`src/rtl/flight_sequencer.sv`:
```
// rtl/flight_sequencer.sv - flight command sequencer driving axis velocity/position selects.
// Optional abort input during warp arming is enabled by FLIGHT_SEQ_WARP_ABORT_EN.
module flight_sequencer #(
  parameter int ARM_CYCLES      = 4,
  parameter int COOLDOWN_CYCLES = 8,
  parameter int CNT_W           = 4
) (
  input  logic       clk,
  input  logic       rst_n,
`ifdef FLIGHT_SEQ_WARP_ABORT_EN
  input  logic       abort,
`endif
  input  logic       cmd_valid,
  input  logic [2:0] cmd_op,
  output logic       cmd_ready,
  output logic [3:0] mode_sel,
  output logic [3:0] pos_sel,
  output logic       busy,
  output logic [2:0] state_o,
  output logic       cmd_err,
  output logic [7:0] warp_count
);

  typedef enum logic [2:0] {
    S_ZERO   = 3'd0,
    S_IDLE   = 3'd1,
    S_CRUISE = 3'd2,
    S_ARM    = 3'd3,
    S_WARP   = 3'd4,
    S_COOL   = 3'd5
  } state_t;

  localparam logic [3:0] MODE_ZERO = 4'b0001;
  localparam logic [3:0] POS_CLEAR = 4'b0001;
  localparam logic [3:0] POS_ACC   = 4'b0010;
  localparam logic [3:0] POS_WARP  = 4'b0100;

  state_t           state, state_n;
  logic [CNT_W-1:0] cnt, cnt_n;
  logic [3:0]       pend, pend_n, pend_eff;
  logic [3:0]       mode_n, pos_n, op_mode;
  logic [7:0]       wc_n;
  logic             err_n, ready_n, busy_n, accept, abort_req;

`ifdef FLIGHT_SEQ_WARP_ABORT_EN
  assign abort_req = abort;
`else
  assign abort_req = 1'b0;
`endif

  assign accept  = cmd_valid && cmd_ready;
  assign state_o = state;

  // Mode opcodes decode to their one-hot velocity select; zero means "not a mode op".
  always_comb begin
    op_mode = 4'b0000;
    case (cmd_op)
      3'd2:    op_mode = 4'b0010;
      3'd3:    op_mode = 4'b0100;
      3'd4:    op_mode = 4'b1000;
      default: op_mode = 4'b0000;
    endcase
  end

  always_comb begin
    state_n  = state;
    cnt_n    = cnt;
    mode_n   = mode_sel;
    pend_n   = pend;
    pend_eff = pend;
    wc_n     = warp_count;
    err_n    = 1'b0;
    case (state)
      S_ZERO: state_n = S_IDLE;
      S_IDLE, S_CRUISE: begin
        if (accept) begin
          if (op_mode != 4'b0000) begin
            state_n = S_CRUISE;
            mode_n  = op_mode;
          end else begin
            case (cmd_op)
              3'd1:    state_n = S_IDLE;
              3'd5: begin
                state_n = S_ARM;
                cnt_n   = CNT_W'(ARM_CYCLES - 1);
              end
              3'd6:    state_n = S_ZERO;
              3'd7:    err_n   = 1'b1;
              default: state_n = state;
            endcase
          end
        end
      end
      S_ARM: begin
        if (abort_req) begin
          state_n = S_IDLE;
          err_n   = 1'b1;
        end else if (cnt == '0) begin
          state_n = S_WARP;
        end else begin
          cnt_n = cnt - CNT_W'(1);
        end
      end
      S_WARP: begin
        state_n = S_COOL;
        cnt_n   = CNT_W'(COOLDOWN_CYCLES - 1);
        pend_n  = 4'b0000;
        if (warp_count != 8'hFF) wc_n = warp_count + 8'd1;
      end
      S_COOL: begin
        // The accepted command is folded in before the exit decision on the last cycle.
        if (accept) begin
          if (op_mode != 4'b0000) pend_eff = op_mode;
          else if (cmd_op == 3'd1) pend_eff = 4'b0000;
          else if (cmd_op == 3'd5 || cmd_op == 3'd7) err_n = 1'b1;
        end
        pend_n = pend_eff;
        if (accept && cmd_op == 3'd6) begin
          state_n = S_ZERO;
        end else if (cnt == '0) begin
          pend_n = 4'b0000;
          if (pend_eff != 4'b0000) begin
            state_n = S_CRUISE;
            mode_n  = pend_eff;
          end else begin
            state_n = S_IDLE;
          end
        end else begin
          cnt_n = cnt - CNT_W'(1);
        end
      end
      default: state_n = S_ZERO;
    endcase

    if (state_n == S_ZERO || state_n == S_IDLE || state_n == S_COOL) mode_n = MODE_ZERO;
    pos_n   = (state_n == S_ZERO) ? POS_CLEAR : (state_n == S_WARP) ? POS_WARP : POS_ACC;
    ready_n = (state_n == S_IDLE) || (state_n == S_CRUISE) || (state_n == S_COOL);
    busy_n  = (state_n == S_ZERO) || (state_n == S_ARM) || (state_n == S_WARP);
  end

  always_ff @(posedge clk or negedge rst_n) begin
    if (!rst_n) begin
      state      <= S_ZERO;
      cnt        <= '0;
      pend       <= 4'b0000;
      mode_sel   <= MODE_ZERO;
      pos_sel    <= POS_CLEAR;
      cmd_ready  <= 1'b0;
      busy       <= 1'b1;
      cmd_err    <= 1'b0;
      warp_count <= 8'd0;
    end else begin
      state      <= state_n;
      cnt        <= cnt_n;
      pend       <= pend_n;
      mode_sel   <= mode_n;
      pos_sel    <= pos_n;
      cmd_ready  <= ready_n;
      busy       <= busy_n;
      cmd_err    <= err_n;
      warp_count <= wc_n;
    end
  end

endmodule

```
`config.mk`:
```
export PLATFORM = sky130hd
export DESIGN_NAME = flight_sequencer
export DESIGN_NICKNAME = d
export VERILOG_FILES = /design/src/rtl/flight_sequencer.sv
export SDC_FILE = /design/constraint.sdc
export NUM_CORES = 1
export LEC_CHECK = 0
export BUFFER_PORTS_ARGS = -buffer_cell sky130_fd_sc_hd__buf_4
export CORE_MARGIN = 2
export CORE_UTILIZATION = 35
export DETAILED_ROUTE_END_ITERATION = 8
export SYNTH_ARGS = -nofsm -noshare
export SYNTH_HDL_FRONTEND = slang
export SYNTH_SLANG_ARGS = --single-unit
```
`constraint.sdc`:
```
create_clock -name clk -period 2.7 [get_ports clk]
set_input_delay 0.27 -clock clk [delete_from_list [all_inputs] [get_ports clk]]
set_output_delay 0.27 -clock clk [all_outputs]
set_load 0.02 [all_outputs]
```
### Word-level counts from Yosys, hierarchy flattened

Cells that the tools add are included.

| word-level totals | value |
|---|---|
| bits in registers | 29 |
| output and inout bits | 22 |
| bits of input ports | 6 |

| operators by class | value |
|---|---|
| add/sub/neg operators | 2 |
| multiplexer cells | 39 |
| reduce and logical (&&, ||, !) cells | 21 |
| eq/ne operators | 27 |

Operators by type and width:

| cell | count |
|---|---|
| $mux W4 | 17 |
| $eq A3 B3 Y1 const B | 8 |
| $mux W3 | 7 |
| $eq A3 B2 Y1 const B | 6 |
| $pmux W4 S2 | 2 |
| $pmux W4 S4 | 1 |
| $ne A3 B3 Y1 const B | 5 |
| $pmux W3 S5 | 1 |
| $pmux W4 S3 | 1 |
| $reduce_bool A4 Y1 | 3 |
| $eq A3 B1 Y1 const B | 3 |
| $pmux W3 S3 | 1 |
| $add A8 B1 Y8 const B | 1 |
| $ne A2 B2 Y1 const B | 4 |
| $ne A8 B8 Y1 const B | 1 |
| $logic_or A1 B1 Y1 | 7 |
| $mux W1 | 7 |
| $logic_not A3 Y1 | 2 |
| $reduce_and A6 Y1 | 1 |
| $reduce_and A5 Y1 | 1 |
| $logic_not A4 Y1 | 1 |
| $sub A4 B1 Y4 const B | 1 |
| $reduce_bool A3 Y1 | 1 |
| $logic_and A1 B1 Y1 | 2 |
| other kinds (5) | 5 |

### Depth between registers and ports, before layout

| logic depth | value |
|---|---|
| depth in word-level cells | 16 |
| depth in mapped cells | 9 |
| mapped depth without buffers | 9 |

### Worst setup path before layout

No wires, ideal clock.

| path | value |
|---|---|
| kind | flip-flop to flip-flop |
| start point | reg cmd_ready |
| end point | reg cnt[0] |
| data arrival time | 1.990 ns |
| required time | 2.575 ns |
| stages on the path, launching flop included | 7 |
| slack | 0.585 ns |
| setup time | 0.125 ns |
| cell sequence | dfrtp_1 nand2_1 or3_2 and2_2 a21boi_4 o21ai_2 mux2_4 |

| between the ends | value |
|---|---|
| longest elaborated chain between the ends | 4 |
| elaborated cells between the ends (all ways) | 5 |
| classes of those cells | eq/ne: 2; reduce/logical: 3 |

Ends and longest elaborated chain:

| element | RTL line | text |
|---|---|---|
| start, declared | 15 | `output logic cmd_ready,` |
| start signal, assigned | 158 | `cmd_ready <= ready_n;` |
| $logic_and A1 B1 Y1 (*) | 51 | `assign accept = cmd_valid && cmd_ready;` |
| $logic_and A1 B1 Y1 | 118 | `if (accept && cmd_op == 3'd6) begin` |
| $ne A2 B2 Y1 (no source line) | n/a |  |
| $reduce_and A5 Y1 (no source line) (*) | n/a |  |
| end signal, assigned | 154 | `cnt <= cnt_n;` |
| end, declared | 39 | `logic [CNT_W-1:0] cnt, cnt_n;` |

Every way passes the cells marked *; elsewhere a longest branch is shown, timed or not.
A chain may end at the register's enable or synchronous reset.

### Worst setup path in the final report

| path | value |
|---|---|
| start point | reg cnt[0] |
| end point | reg cnt[0] |

| between the ends | value |
|---|---|
| longest elaborated chain between the ends | 4 |
| elaborated cells between the ends (all ways) | 5 |
| classes of those cells | add/sub: 1; mux: 3; reduce/logical: 1 |

Ends and longest elaborated chain:

| element | RTL line | text |
|---|---|---|
| $sub A4 B1 Y4 / $logic_not A4 Y1 (equally long branches) | n/a |  |
| $mux W4 (*) | 98, 120 |  |
| $mux W4 | 118 |  |
| $pmux W4 S4 (*) | 73 | `case (state)` |

Every way passes the cells marked *; elsewhere a longest branch is shown, timed or not. The select of a mux whose other input is x is not followed.

==> impl_metrics.py <==
metrics = {
    "finish": {
        "nets": 211,
        "drive_above_1_share_pct": 28.1,
        "layout_common_cells": "28 x buf_4, 26 x dfrtp_1, 17 x nand2_1, 10 x nor2_1",
        "layout_commonest_cell": "buf_4",
        "antenna-diode-count": 0,
        "fillers": 454,
        "final_cells": 257,
        "synthToLayoutAreaGrowth_pct": 19.1,
    },
    "place": {
        "gp_congestion": 0.886,
        "port_buffers": 26,
        "place_hpwl_um": 2800,
        "place_worst_setup_slack_ns": 0.393,
        "dp_cells": 248,
    },
    "floorplan": {
        "initial_core_util_pct": 35.9,
        "coreArea_sq_um": 4690,
        "die_area_sq_um": 5390,
        "io_pins": 28,
        "dieHeight_um": 73.4,
        "die_w_um": 73.4,
        "placementRows": 25,
    },
    "critical_path": {
        "cp.depth": 8,
        "cp-start-kind": "flip-flop",
        "worstPathCellList": "inv_1, ha_1, nor3b_1, nand2_1, a32oi_2, a21boi_4, o21ai_2, mux2_4",
        "r2r_cells": 8,
        "cp_top_family": "compound AO/OA/AOI/OAI gates",
        "slowest_stage": "nor3b_1",
        "arrival_ns": 2.54,
        "critPathKind": "reg -> reg",
        "cp_num_buf_inv": 1,
        "worstPathRequired_ns": 2.86,
        "critical-path-max-stage-delay_ns": 0.49,
        "path_max_fanout": 6,
        "crit_path_end_kind": "flip-flop",
    },
    "global_route": {
        "grt_overflow": 0,
        "grtUsageMet1_pct": 21.7,
        "grt_max_degree": 30,
        "use_met3_pct": 4.53,
        "track_usage_pct": 15.3,
        "grt_antenna_before_repair": 0,
        "met2_usage_pct": 22.3,
        "grt_pass1_wl_um": 6270,
        "top_usage_layer": "met2",
        "grt_pass1_vias": 1243,
    },
    "sta": {
        "fmaxAchievable_mhz": 421,
        "fin_skew_ns": 0.00523,
        "relSlewSlack_pct": 57.1,
        "finalSetupTns_ns": 0,
        "setup_ws_ns": 0.322,
        "slew_violations": 0,
        "timing.final.crit_period_ns": 2.38,
        "setup-violations-final": 0,
        "finalCritPeriodShare_pct": 88.1,
        "worstMarginPinSlew_ns": 0.628,
        "hold_viol": 0,
        "rsz0062_at_grt": "no",
        "fin_hold_ws_ns": 0.369,
    },
    "clocking": {
        "ctsResizeCount": 0,
        "cts_buffers": 5,
        "clk_pin_slew_ns": 0.06,
        "root_buffer": "clkbuf_8",
        "htreeDepth": 2,
        "cts_sinks": 29,
        "clk_latency_ns": 0.27,
        "clock_path_buffers": 2,
        "cts_tree": "built",
    },
    "route": {
        "num_vias": 1375,
        "routed_wl_um": 3790,
        "final_antenna_net_count": 0,
        "wl_per_cell_um": 14.8,
        "firstDrtPassIters": 4,
        "drtIter0Drc": 91,
        "routed_via_density": 5.35,
        "drc": 0,
    },
    "synthesis": {
        "syn_inst": 172,
        "syn_area_per_cell_sq_um": 9.81,
        "yosysWarnings": 0,
        "yosysSeqAreaShare_pct": 43.2,
        "yosysTopAreaCell": "dfrtp_1",
        "synth_nets": 181,
        "dominantRegCellSynth": "dfrtp_1",
        "synth_enable_flop_cells": 0,
        "synthArstFlopShare_pct": 100,
        "synth_top_area_share_pct": 38.6,
        "yosysUniqueCellTypes": 55,
        "ys_top_cells_by_area": "dfrtp_1 39%, dfstp_2 4.7%, nand2_1 3.8%, a21oi_1 2.7%, o21ai_0 2.7%",
        "netlist_area_sq_um": 1690,
        "synth_seq_cells": 29,
    },
    "worst_hold_path": {
        "min_path_type": "in -> reg",
        "whs_path_depth": 2,
    },
    "power": {
        "vdd_drop_max_uv": 442,
        "power_leakage_nw": 0.909,
        "power_density_nw_per_um2": 846,
    },
    "run": {
        "drv_cap": 0,
    },
    "outcome": {
        "status": "finished, final reports clean",
    },
}
-- final timing paths --
kind	start	end	slack, ns
setup reg to reg	cnt[0]	cnt[0]	0.32
hold reg to reg	mode_sel[0]	mode_sel[0]	0.47
setup / recovery	cnt[0]	cnt[0]	0.32
hold / removal	cmd_op[2]	cmd_err	0.37
max in group asynchronous	rst_n	pos_sel[0]	1.93
min in group asynchronous	rst_n	pend[3]	0.45
-- repair_timing --
action,4_1_cts,5_1_grt
hold buffers,1,0
hold endpoints to repair,26,0
buffers inserted,0,0
-- final cells by class --
| cell class | count | area (sq um) | area share, % |
|---|---|---|---|
| Clock buffer | 8 | 80.1 | 3.99 |
| Inverter | 7 | 26.3 | 1.31 |
| Multi-Input combinational cell | 130 | 885 | 44.0 |
| Sequential cell | 29 | 729 | 36.3 |
| Tap cell | 54 | 67.6 | 3.36 |
| Timing Repair Buffer | 29 | 220 | 11.0 |
-- cells in the mapped netlist (5+ instances only) --
master / instances
inv_1: 6
a21oi_1: 9
nand2_1: 17
dfrtp_1: 26
xnor2_1: 5
o21ai_0: 9
nor3_1: 5
nor3b_1: 6
nor2_1: 10
-- flip-flops by register name, indices dropped and copies added, names as in the netlist --
name,flops
cmd_err,1
state_o,3
mode_sel,4
busy,1
cnt,4
pos_sel,3
cmd_ready,1
warp_count,8
pend,4
-- layer usage --
metal  vias up  part of all wire (%)
li1        686                     -
met1       654                    50
met2        29                    45
met3         6                   3.8
met4         0                   1.2
met5         -                     0
-- worst reg2reg max path: stages (launching register included) --
cell and delay, ns:
dfrtp_1 0.41, inv_1 0.09, ha_1 0.16, nor3b_1 0.49
nand2_1 0.13, a32oi_2 0.26, a21boi_4 0.29, o21ai_2 0.11
mux2_4 0.32
-- cell families after synthesis --
logic type | synth area share (%)
simple gates | 22.4
compound gates | 21.4
flops | 43.2
buf+inv | 4.30
xor+xnor | 4.67
fa+ha+maj | 2.23
mux | 1.56
other cells | 0.222
-- through the flow --
step                      power [mW]  cell area, sq um  utilization [%]
after floorplan                 1.16              1690                -
after global placement          1.38              1920             40.9
after detailed placement        1.37              1920             40.9
after CTS                       1.72              2010             42.8
after global routing            1.83              2010             42.8
final                           1.70              2010             42.8
-- power by group --
group          switching [mW]  total (mW)  internal (mW)
clock                   0.147       0.329          0.182
sequential              0.101       0.641          0.541
combinational           0.409       0.728          0.319
total                   0.656        1.70           1.04
(Power assumes the default switching activity.)
